**config.mk**
```make
export PLATFORM = sky130hd
export DESIGN_NAME = seq_mem_cmd_ctrl
export DESIGN_NICKNAME = d
export VERILOG_FILES = /design/src/rtl/seq_mem_cmd_ctrl.sv
export SDC_FILE = /design/constraint.sdc
export NUM_CORES = 1
export LEC_CHECK = 0
export CAP_MARGIN = 10
export CORE_UTILIZATION = 45
export DETAILED_ROUTE_END_ITERATION = 6
export PLACE_DENSITY = 0.73
export SYNTH_ARGS = -nofsm -noshare
export SYNTH_HDL_FRONTEND = slang
export SYNTH_SLANG_ARGS = --single-unit
```
**constraint.sdc**
```tcl
create_clock -name clk -period 2.6 [get_ports clk]
set_input_delay 0.78 -clock clk [delete_from_list [all_inputs] [get_ports clk]]
set_output_delay 0.78 -clock clk [all_outputs]
set_load 0.05 [all_outputs]
```
**src/rtl/seq_mem_cmd_ctrl.sv**
```systemverilog
// seq_mem_cmd_ctrl
// Command front-end for a DEPTH x DATA_W scratchpad memory. It accepts
// whole-word writes, single-bit writes and reads on a valid/ready command
// channel. Read data comes back on a one-entry valid/ready response channel.
// After reset, an INIT sweep writes zero to every word before any command is
// accepted.
//
// Optional feature: define SEQ_MEM_CLR_CMD_EN to make the CLR command re-run
// the INIT sweep. When it is undefined, CLR is accepted and does nothing.
//
// Ports:
//   clk, rst_n           clock; asynchronous active-low reset
//   cmd_valid/cmd_ready  command handshake
//   cmd_op               00 CLR, 01 WR_WORD, 10 WR_BIT, 11 RD
//   cmd_addr             target word
//   cmd_bit_idx          bit position for WR_BIT
//   cmd_wdata            data for WR_WORD
//   cmd_bit_val          value for WR_BIT
//   rsp_valid/rsp_ready  response handshake
//   rsp_data             read result (held while the response is stalled)
//   init_busy            high while the clear sweep runs
//   rd_count             accepted RD commands, modulo 256
module seq_mem_cmd_ctrl #(
  parameter int DATA_W = 8,
  parameter int DEPTH  = 16,
  parameter int ADDR_W = 4,
  parameter int IDX_W  = 3
) (
  input  logic              clk,
  input  logic              rst_n,
  input  logic              cmd_valid,
  output logic              cmd_ready,
  input  logic [1:0]        cmd_op,
  input  logic [ADDR_W-1:0] cmd_addr,
  input  logic [IDX_W-1:0]  cmd_bit_idx,
  input  logic [DATA_W-1:0] cmd_wdata,
  input  logic              cmd_bit_val,
  output logic              rsp_valid,
  input  logic              rsp_ready,
  output logic [DATA_W-1:0] rsp_data,
  output logic              init_busy,
  output logic [7:0]        rd_count
);

  typedef enum logic [0:0] {ST_INIT, ST_RUN} state_t;
  typedef enum logic [1:0] {
    OP_CLR     = 2'b00,
    OP_WR_WORD = 2'b01,
    OP_WR_BIT  = 2'b10,
    OP_RD      = 2'b11
  } op_t;

  state_t            state;
  logic [ADDR_W-1:0] ptr;
  logic [DATA_W-1:0] mem [DEPTH];
  op_t               op;
  logic              cmd_fire;
  logic              rd_fire;

  assign op = op_t'(cmd_op);

  // The response buffer holds one entry. A new command is taken only if that
  // entry is empty or is being drained at this same edge.
  assign cmd_ready = (state == ST_RUN) && (!rsp_valid || rsp_ready);
  assign cmd_fire  = cmd_valid && cmd_ready;
  assign rd_fire   = cmd_fire && (op == OP_RD);
  assign init_busy = (state == ST_INIT);

`ifdef SEQ_MEM_CLR_CMD_EN
  logic clr_fire;
  assign clr_fire = cmd_fire && (op == OP_CLR);
`endif

  // NOTE: sequential state uses non-blocking (<=) assignments so that every
  // register samples the values from before the edge, whatever order the
  // blocks and statements run in.
  always_ff @(posedge clk or negedge rst_n) begin
    if (!rst_n) begin
      state <= ST_INIT;
      ptr   <= '0;
    end else begin
      case (state)
        ST_INIT: begin
          ptr <= ptr + 1'b1;
          if (ptr == ADDR_W'(DEPTH - 1)) state <= ST_RUN;
        end
        ST_RUN: begin
`ifdef SEQ_MEM_CLR_CMD_EN
          if (clr_fire) begin
            state <= ST_INIT;
            ptr   <= '0;
          end
`endif
        end
        default: state <= ST_INIT;
      endcase
    end
  end

  // The response path does not depend on state. A response that is pending
  // when a CLR sweep starts can still complete its handshake during INIT.
  always_ff @(posedge clk or negedge rst_n) begin
    if (!rst_n) begin
      rsp_valid <= 1'b0;
      rsp_data  <= '0;
      rd_count  <= '0;
    end else begin
      if (rd_fire) begin
        rsp_valid <= 1'b1;
        rsp_data  <= mem[cmd_addr];  // value from before this edge's writes
        rd_count  <= rd_count + 8'd1;
      end else if (rsp_ready) begin
        rsp_valid <= 1'b0;
      end
    end
  end

  // NOTE: the memory array has no reset. Resetting it would turn the RAM into
  // a large bank of flops. The INIT sweep clears it instead, one word per
  // cycle.
  always_ff @(posedge clk) begin
    if (state == ST_INIT) begin
      mem[ptr] <= '0;
    end else if (cmd_fire) begin
      case (op)
        OP_WR_WORD: mem[cmd_addr] <= cmd_wdata;
        OP_WR_BIT:  mem[cmd_addr][cmd_bit_idx] <= cmd_bit_val;
        default: ;
      endcase
    end
  end

endmodule

```
==> Word-level counts from Yosys, hierarchy flattened <==
Memory sizes are Yosys's and may differ from the RTL's. A register that Yosys moved wholly into a read port is not among the register bits.
Index checks and enable logic that the tools add are counted.
{ "word_totals": {"mem_bits_rw": 128, "input_bits": 22, "ff_bits": 14, "output_inout_bits": 19, "mem_count": 1, "wordCells": 57} }
{ "classes": {"bitwise": 9, "n_mux": 26, "n_eq_ne": 4, "addsub": 2, "n_lt_le_gt_ge": 2, "n_reduce_logical": 9} }
{ "memory_table": {"columns": ["name", "depth", "width", "rd", "rd_ports_with_merged_regs", "wr", "line_no", "text"], "rows": [
  ["mem", 16, 8, 1, 1, 1, "55", "logic [DATA_W-1:0] mem [DEPTH];"]
]} }
{ "op_table": {"columns": ["operator", "n"], "rows": [
  ["8-bit two-way mux", 3],
  ["1-bit two-way mux", 21],
  ["8-bit by 1-bit adder with 8-bit output (second input constant)", 1],
  ["1-bit OR", 8],
  ["8-bit OR reduction", 1],
  ["4-bit by 1-bit adder with 4-bit output (second input constant)", 1],
  ["2-bit equality test (second input constant)", 2],
  ["4-bit equality test (second input constant)", 1],
  ["1-bit logical AND", 4],
  ["3-bit by 4-bit less-than comparator with 1-bit output (second input constant)", 1],
  ["4-bit two-way mux", 1],
  ["1-bit demux with 3-bit select", 1],
  ["3-bit by 1-bit >= comparator with 1-bit output (second input constant)", 1],
  ["2-bit by 1-bit equality test with 1-bit output (second input constant)", 1],
  ["1-bit zero test", 2],
  ["2-bit nonzero test", 1],
  ["1-bit logical OR", 1],
  ["1-bit inverter", 1]
]} }

==> Depth between registers and ports, before layout <==
Gate-level depths: netlist of the first run.
{ "depth": {"word_depth": 10, "depth_mapped": 7, "mapped_depth_nobuf": 4} }

==> Least setup slack after synthesis of the first run <==
Ideal clock, no wire load.
{ "synth_timing": {"path_type": "input-to-reg", "start": "in cmd_bit_idx[1]", "end": "mem mem[0][3] (data pin)", "t_arrival_ns": 2.194, "slack_ns": 0.115, "stages": 4, "path_buffers": 1, "setup_time_ns": 0.291, "cell_sequence": "clkbuf_1 nor2b_1 nand3_1 a21oi_1"} }
{ "synth_via": {"elab_chain_cells": 8, "word_cells_on_any_way": 17, "cone_classes": "order compare: 2; mux: 5; bitwise: 8; reduce/logical: 2"} }
{ "synth_rtl": {"columns": ["element", "line_no", "text"], "rows": [
  ["start, declared", "35", "input logic [IDX_W-1:0] cmd_bit_idx,"],
  ["3-bit by 4-bit less-than comparator with 1-bit output (not written as such) / 3-bit by 1-bit >= comparator with 1-bit output (equally long branches)", "127", "OP_WR_BIT: mem[cmd_addr][cmd_bit_idx] <= cmd_bit_val;"],
  ["1-bit logical AND (not written as such)", "127", null],
  ["1-bit two-way mux (not written as such)", "127", null],
  ["1-bit demux with 3-bit select (*)", "127", null],
  ["8-bit two-way mux (not written as such) (*)", "127", null],
  ["1-bit OR (no source line)", null, null],
  ["8-bit OR reduction (no source line)", null, null],
  ["8-bit two-way mux (no source line) (*)", null, null],
  ["end, declared", "55", null]
]} }
Mark *: on every way between the ends. The rest lies on a longest branch, timed or not.

==> Final worst setup path of the first run <==
{ "layout_timing": {"start": "in cmd_op[0]", "end": "mem mem[5][7] (enable)"} }
{ "layout_via": {"elab_chain_cells": 8, "word_cells_on_any_way": 21, "cone_classes": "eq/ne: 2; mux: 10; bitwise: 8; reduce/logical: 1"} }
{ "layout_rtl": {"columns": ["element", "line_no", "text"], "rows": [
  ["start, declared", "33", "input logic [1:0] cmd_op,"],
  ["2-bit by 1-bit equality test with 1-bit output / 2-bit equality test (equally long branches)", "125", "case (op)"],
  ["1-bit two-way mux", "125", null],
  ["1-bit two-way mux", "124", "end else if (cmd_fire) begin"],
  ["1-bit two-way mux", "122", "if (state == ST_INIT) begin"],
  ["1-bit two-way mux (not written as such) / 8-bit two-way mux (equally long branches)", "126, 127", null],
  ["1-bit OR (no source line)", null, null],
  ["8-bit OR reduction (no source line)", null, null],
  ["4-bit two-way mux (no source line) / 8-bit two-way mux (equally long branches)", null, null]
]} }
Several ways; a longest one is shown, not always the timed one.

==> out/summary.json, run 1 <==
{
  "status": {"value": "finished clean"},
  "final_design_area_no_fill": {"value": 0.00917, "unit": "mm^2"},
  "multi_input_area": {"value": 0.00281, "unit": "mm^2"},
  "total_count_of_hold_check_failures_in_the_final_report": {"value": 0},
  "vias_per_inst": {"value": 5.76},
  "postSynthRegisterBits": {"value": 150},
  "simple_gate_fraction_of_synth_area": {"value": 17.7, "unit": "%"},
  "critPathArrivalTime": {"value": 2.69, "unit": "ns"},
  "max_freq": {"value": 394, "unit": "MHz"},
  "adder_and_majority_cell_fraction_of_the_synthesized_area": {"value": 0.333, "unit": "%"},
  "rows": {"value": 46},
  "ant_nets": {"value": 0},
  "avgSynthCellArea": {"value": 13.3, "unit": "um^2"},
  "maximum_number_of_buffers_from_clock_root_to_sink": {"value": 2},
  "nFillCells": {"value": 1237},
  "grt_first_pass_wirelength": {"value": 28100, "unit": "um"},
  "finalCriticalPeriod": {"value": 2.54, "unit": "ns"},
  "xor_and_xnor_fraction_of_the_mapped_netlist_area": {"value": 1.28, "unit": "%"},
  "yosysTopAreaCell": {"value": "sky130_fd_sc_hd__edfxtp_1"},
  "power.density": {"value": 670, "unit": "mW/mm^2"},
  "synth_edf_count": {"value": 128},
  "wire_per_inst": {"value": 20.5, "unit": "um"},
  "top_usage_layer": {"value": "met2"},
  "worst_skew_pair.late_latency": {"value": 0.42, "unit": "ns"},
  "syn_inst": {"value": 563},
  "clock-sinks": {"value": 150},
  "worst-endpoint-required": {"value": 2.75, "unit": "ns"},
  "htree_levels": {"value": 4},
  "largest_family_of_logic_cells_by_synthesized_area": {"value": "simple AND/OR/NAND/NOR gates"},
  "tritoncts": {"value": "built"},
  "max_cap_viol_count": {"value": 0},
  "use_met2": {"value": 37.0, "unit": "%"},
  "io_pins": {"value": 41},
  "ys_warn_count": {"value": 0},
  "seq_area_frac_synth": {"value": 58.5, "unit": "%"},
  "fin_skew": {"value": 0.00916, "unit": "ns"},
  "critical_path.endpoint_type": {"value": "flip-flop"},
  "holdBufCountCts": {"value": 0},
  "clock_tree.root_cell": {"value": "sky130_fd_sc_hd__clkbuf_16"},
  "crit_path_top_delay_cell": {"value": "sky130_fd_sc_hd__mux2i_4"},
  "min_period_over_period": {"value": 97.7, "unit": "%"},
  "placeable_core_region": {"value": 0.0161, "unit": "mm^2"},
  "synth_compound_gate_area_share": {"value": 5.75, "unit": "%"},
  "num_vias": {"value": 4998},
  "die_y": {"value": 131, "unit": "um"},
  "grt_use_met1": {"value": 27.3, "unit": "%"},
  "synth.area.top_cells": {"value": "sky130_fd_sc_hd__edfxtp_1 (51%), sky130_fd_sc_hd__dfrtp_1 (7.3%), sky130_fd_sc_hd__mux2i_1 (4.8%), sky130_fd_sc_hd__mux4_2 (4.8%), sky130_fd_sc_hd__nor3_1 (3.5%)"},
  "yosys.cell_types.count": {"value": 39},
  "post_route_cells_drive_above_1_share": {"value": 24.5, "unit": "%"},
  "mappedNetlistArea": {"value": 0.00751, "unit": "mm^2"},
  "number_of_antenna_repair_diodes": {"value": 0},
  "netlist_top_cells_count": {"value": "sky130_fd_sc_hd__edfxtp_1 (128), sky130_fd_sc_hd__nor2_1 (64), sky130_fd_sc_hd__nor3_1 (53), sky130_fd_sc_hd__mux2i_1 (36), sky130_fd_sc_hd__nor3_2 (25)"},
  "synth_top_area_share": {"value": 51.2, "unit": "%"},
  "detail_route.wirelength": {"value": 17800, "unit": "um"},
  "start_util": {"value": 46.8, "unit": "%"},
  "min-delay-path-class": {"value": "flip-flop to flip-flop"},
  "die_area": {"value": 0.0172, "unit": "mm^2"},
  "seqCellArea": {"value": 0.00439, "unit": "mm^2"},
  "place_hpwl": {"value": 11500, "unit": "um"},
  "crit_path_start_kind": {"value": "input pin"},
  "placement.io_buffers": {"value": 40},
  "die_x": {"value": 131, "unit": "um"},
  "rsz0062_at_grt": {"value": "no"},
  "ir_worst_vdd": {"value": 0.502, "unit": "mV"},
  "critPathTopFamily": {"value": "buffers and inverters"},
  "cp.buffers_inverters": {"value": 2},
  "grt_pass1_vias": {"value": 5186},
  "critical_path.cell_chain": {"value": "clkdlybuf4s50_1 -> xor2_1 -> nand3_4 -> buf_4 -> mux2i_4 -> nor3_1"},
  "antenna_violations_before_repair": {"value": 0},
  "synthFlopType": {"value": "sky130_fd_sc_hd__edfxtp_1"},
  "drt_iter0_drc": {"value": 601},
  "routabilityCongestion": {"value": 0.825},
  "max_slew_margin": {"value": 44.1, "unit": "%"},
  "grt_start_max_net_pins": {"value": 47},
  "startpoint": {"value": "cmd_op[0]"},
  "totalNegativeSetupSlack": {"value": 0, "unit": "ns"},
  "slew_viol_final": {"value": 0},
  "grt.met3_usage": {"value": 3.97, "unit": "%"},
  "stdcell_count": {"value": 868},
  "post-route-drc-count": {"value": 0},
  "critPathMaxFanout": {"value": 16},
  "finalPower": {"value": 6.14, "unit": "mW"},
  "layout.nets": {"value": 663},
  "grt_overflow_total": {"value": 0},
  "placedInstanceArea": {"value": 0.00855, "unit": "mm^2"},
  "track_usage": {"value": 21.9, "unit": "%"},
  "worst-slew-pin-transition": {"value": 0.820, "unit": "ns"},
  "timing.final.setup_violations": {"value": 0},
  "library_cell_with_the_highest_instance_count_after_synthesis": {"value": "sky130_fd_sc_hd__edfxtp_1"},
  "place.detailed.instances": {"value": 836},
  "async_reset_ff_share": {"value": 14.7, "unit": "%"},
  "muxShareOfSynthArea": {"value": 12.1, "unit": "%"},
  "area_delta_synth_final": {"value": 22.1, "unit": "%"},
  "cts_inserted_buffers": {"value": 17},
  "synthesis.nets": {"value": 587},
  "clock_pin_transition_on_the_worst_setup_and_hold_timing_paths": {"value": 0.06, "unit": "ns"},
  "dr.pass1.iters": {"value": 5},
  "biggest_cell_delay_along_the_critical_path": {"value": 0.67, "unit": "ns"},
  "r2r-start": {"value": "state$_DFF_PN0_"},
  "critical_path_class": {"value": "input pin to flip-flop"},
  "hold_path.startpoint": {"value": "rd_count[7]$_DFFE_PN0P_"},
  "total_leakage_power": {"value": 3.25, "unit": "nW"}
}
## final timing paths
path	slack, ns	cells after the start	endpoint
setup / recovery	0.06	6	mem[5][7]$_DFFE_PP_
hold / removal	0.47	1	rd_count[7]$_DFFE_PN0P_
setup reg to reg	0.40	6	mem[5][7]$_DFFE_PP_
hold reg to reg	0.47	1	rd_count[7]$_DFFE_PN0P_
max in group asynchronous	1.60	2	rsp_data[4]$_DFFE_PN0P_
min in group asynchronous	0.73	2	rd_count[0]$_DFFE_PN0P_
## kinds of logic after synthesis
kind of cell               Yosys count
and+or+nand+nor                    239
DFF                                150
muxes                               64
AOI/OAI and AO/OA                   49
buffers and inverters               48
xor gates and xnor gates            11
adders and majority gates            2
## state kept, by name, indices dropped and copies added, names as in the netlist
| signal | flops |
|---|---|
| mem | 128 |
| rsp_valid | 1 |
| ptr | 4 |
| rsp_data | 8 |
| rd_count | 8 |
| state | 1 |
## per-stage QoR
step / util [%] / setup slack [ns] / hold slack (ns)
2_1_floorplan: - / 0.115 / 0.484
3_3_place_gp: 53.2 / -0.236 / 0.457
3_5_place_dp: 53.2 / -0.293 / 0.460
4_1_cts: 57.1 / 0.0215 / 0.473
5_1_grt: 57.1 / 0.0318 / 0.482
6_report: 57.1 / 0.0594 / 0.470
## cell usage in the layout, fill, tap and decap left out, types with 3 or more instances in the layout
master	netlist	layout
sky130_fd_sc_hd__nand2b_1	21	21
sky130_fd_sc_hd__edfxtp_1	128	128
sky130_fd_sc_hd__nand2_1	14	14
sky130_fd_sc_hd__and2_1	3	3
sky130_fd_sc_hd__clkdlybuf4s50_1	0	37
sky130_fd_sc_hd__xnor2_1	8	8
sky130_fd_sc_hd__clkbuf_16	0	17
sky130_fd_sc_hd__xor2_1	3	3
sky130_fd_sc_hd__buf_12	0	16
sky130_fd_sc_hd__a21oi_1	8	8
sky130_fd_sc_hd__mux2i_4	4	6
sky130_fd_sc_hd__and3_1	3	3
sky130_fd_sc_hd__a21oi_4	6	6
sky130_fd_sc_hd__clkinv_2	0	3
sky130_fd_sc_hd__bufinv_16	0	4
sky130_fd_sc_hd__a32oi_1	8	8
sky130_fd_sc_hd__dfrtp_1	22	22
sky130_fd_sc_hd__nor2b_1	14	14
sky130_fd_sc_hd__and4_1	3	3
sky130_fd_sc_hd__nand3_1	22	22
sky130_fd_sc_hd__mux2_2	6	6
sky130_fd_sc_hd__a22oi_1	16	16
sky130_fd_sc_hd__nand4_1	11	11
sky130_fd_sc_hd__nor2_1	64	64
sky130_fd_sc_hd__nor3_1	53	53
sky130_fd_sc_hd__nor3_2	25	25
sky130_fd_sc_hd__mux4_2	16	16
sky130_fd_sc_hd__mux2i_1	36	35
sky130_fd_sc_hd__o21ai_0	8	8
sky130_fd_sc_hd__buf_4	8	49
## per-layer routing
layer | routed length (um) | up-vias | share of wire, %
met2 | 9200 | 181 | 52
met5 | 0 | - | 0
li1 | - | 2287 | -
met1 | 7060 | 2500 | 40
met4 | 435 | 0 | 2.4
met3 | 1080 | 30 | 6.1
## cell type report
| class | instances | share of cell area (%) |
|---|---|---|
| Sequential cell | 150 | 47.9 |
| Clock buffer | 19 | 4.72 |
| Tap cell | 216 | 2.95 |
| Multi-Input combinational cell | 365 | 30.6 |
| Timing Repair Buffer | 104 | 11.7 |
| Clock inverter | 13 | 1.97 |
| Inverter | 1 | 0.0410 |
## what timing repair did
action                                  in CTS  in global routing
hold endpoints to repair                     0                  0
gates resized for setup                      0                  1
setup buffers                                0                  0
endpoints found under the setup margin       0                  1
## worst reg2reg max path, cell delays in order (launching register included)
cell	delay, ns
sky130_fd_sc_hd__dfrtp_1	0.37
sky130_fd_sc_hd__buf_4	0.16
sky130_fd_sc_hd__and2_1	0.18
sky130_fd_sc_hd__nand3_4	0.12
sky130_fd_sc_hd__buf_4	0.22
sky130_fd_sc_hd__mux2i_4	0.73
sky130_fd_sc_hd__nor3_1	0.14
## where the power goes
part	internal, mW	switching (mW)	leakage (nW)
clock network	1.60	0.922	0.295
logic	0.343	0.543	1.37
registers	2.67	0.0590	1.59
Power figures use the tool's default switching activity.
==> run 2: changes to the inputs <==
--- a/config.mk
+++ b/config.mk
@@ -9,6 +9,7 @@
 export CORE_UTILIZATION = 45
 export DETAILED_ROUTE_END_ITERATION = 6
 export PLACE_DENSITY = 0.73
+export SLEW_MARGIN = 20
 export SYNTH_ARGS = -nofsm -noshare
 export SYNTH_HDL_FRONTEND = slang
 export SYNTH_SLANG_ARGS = --single-unit
==> results of run 2 <==
The final DEF is identical to that of run 1; final timing and power are the same.
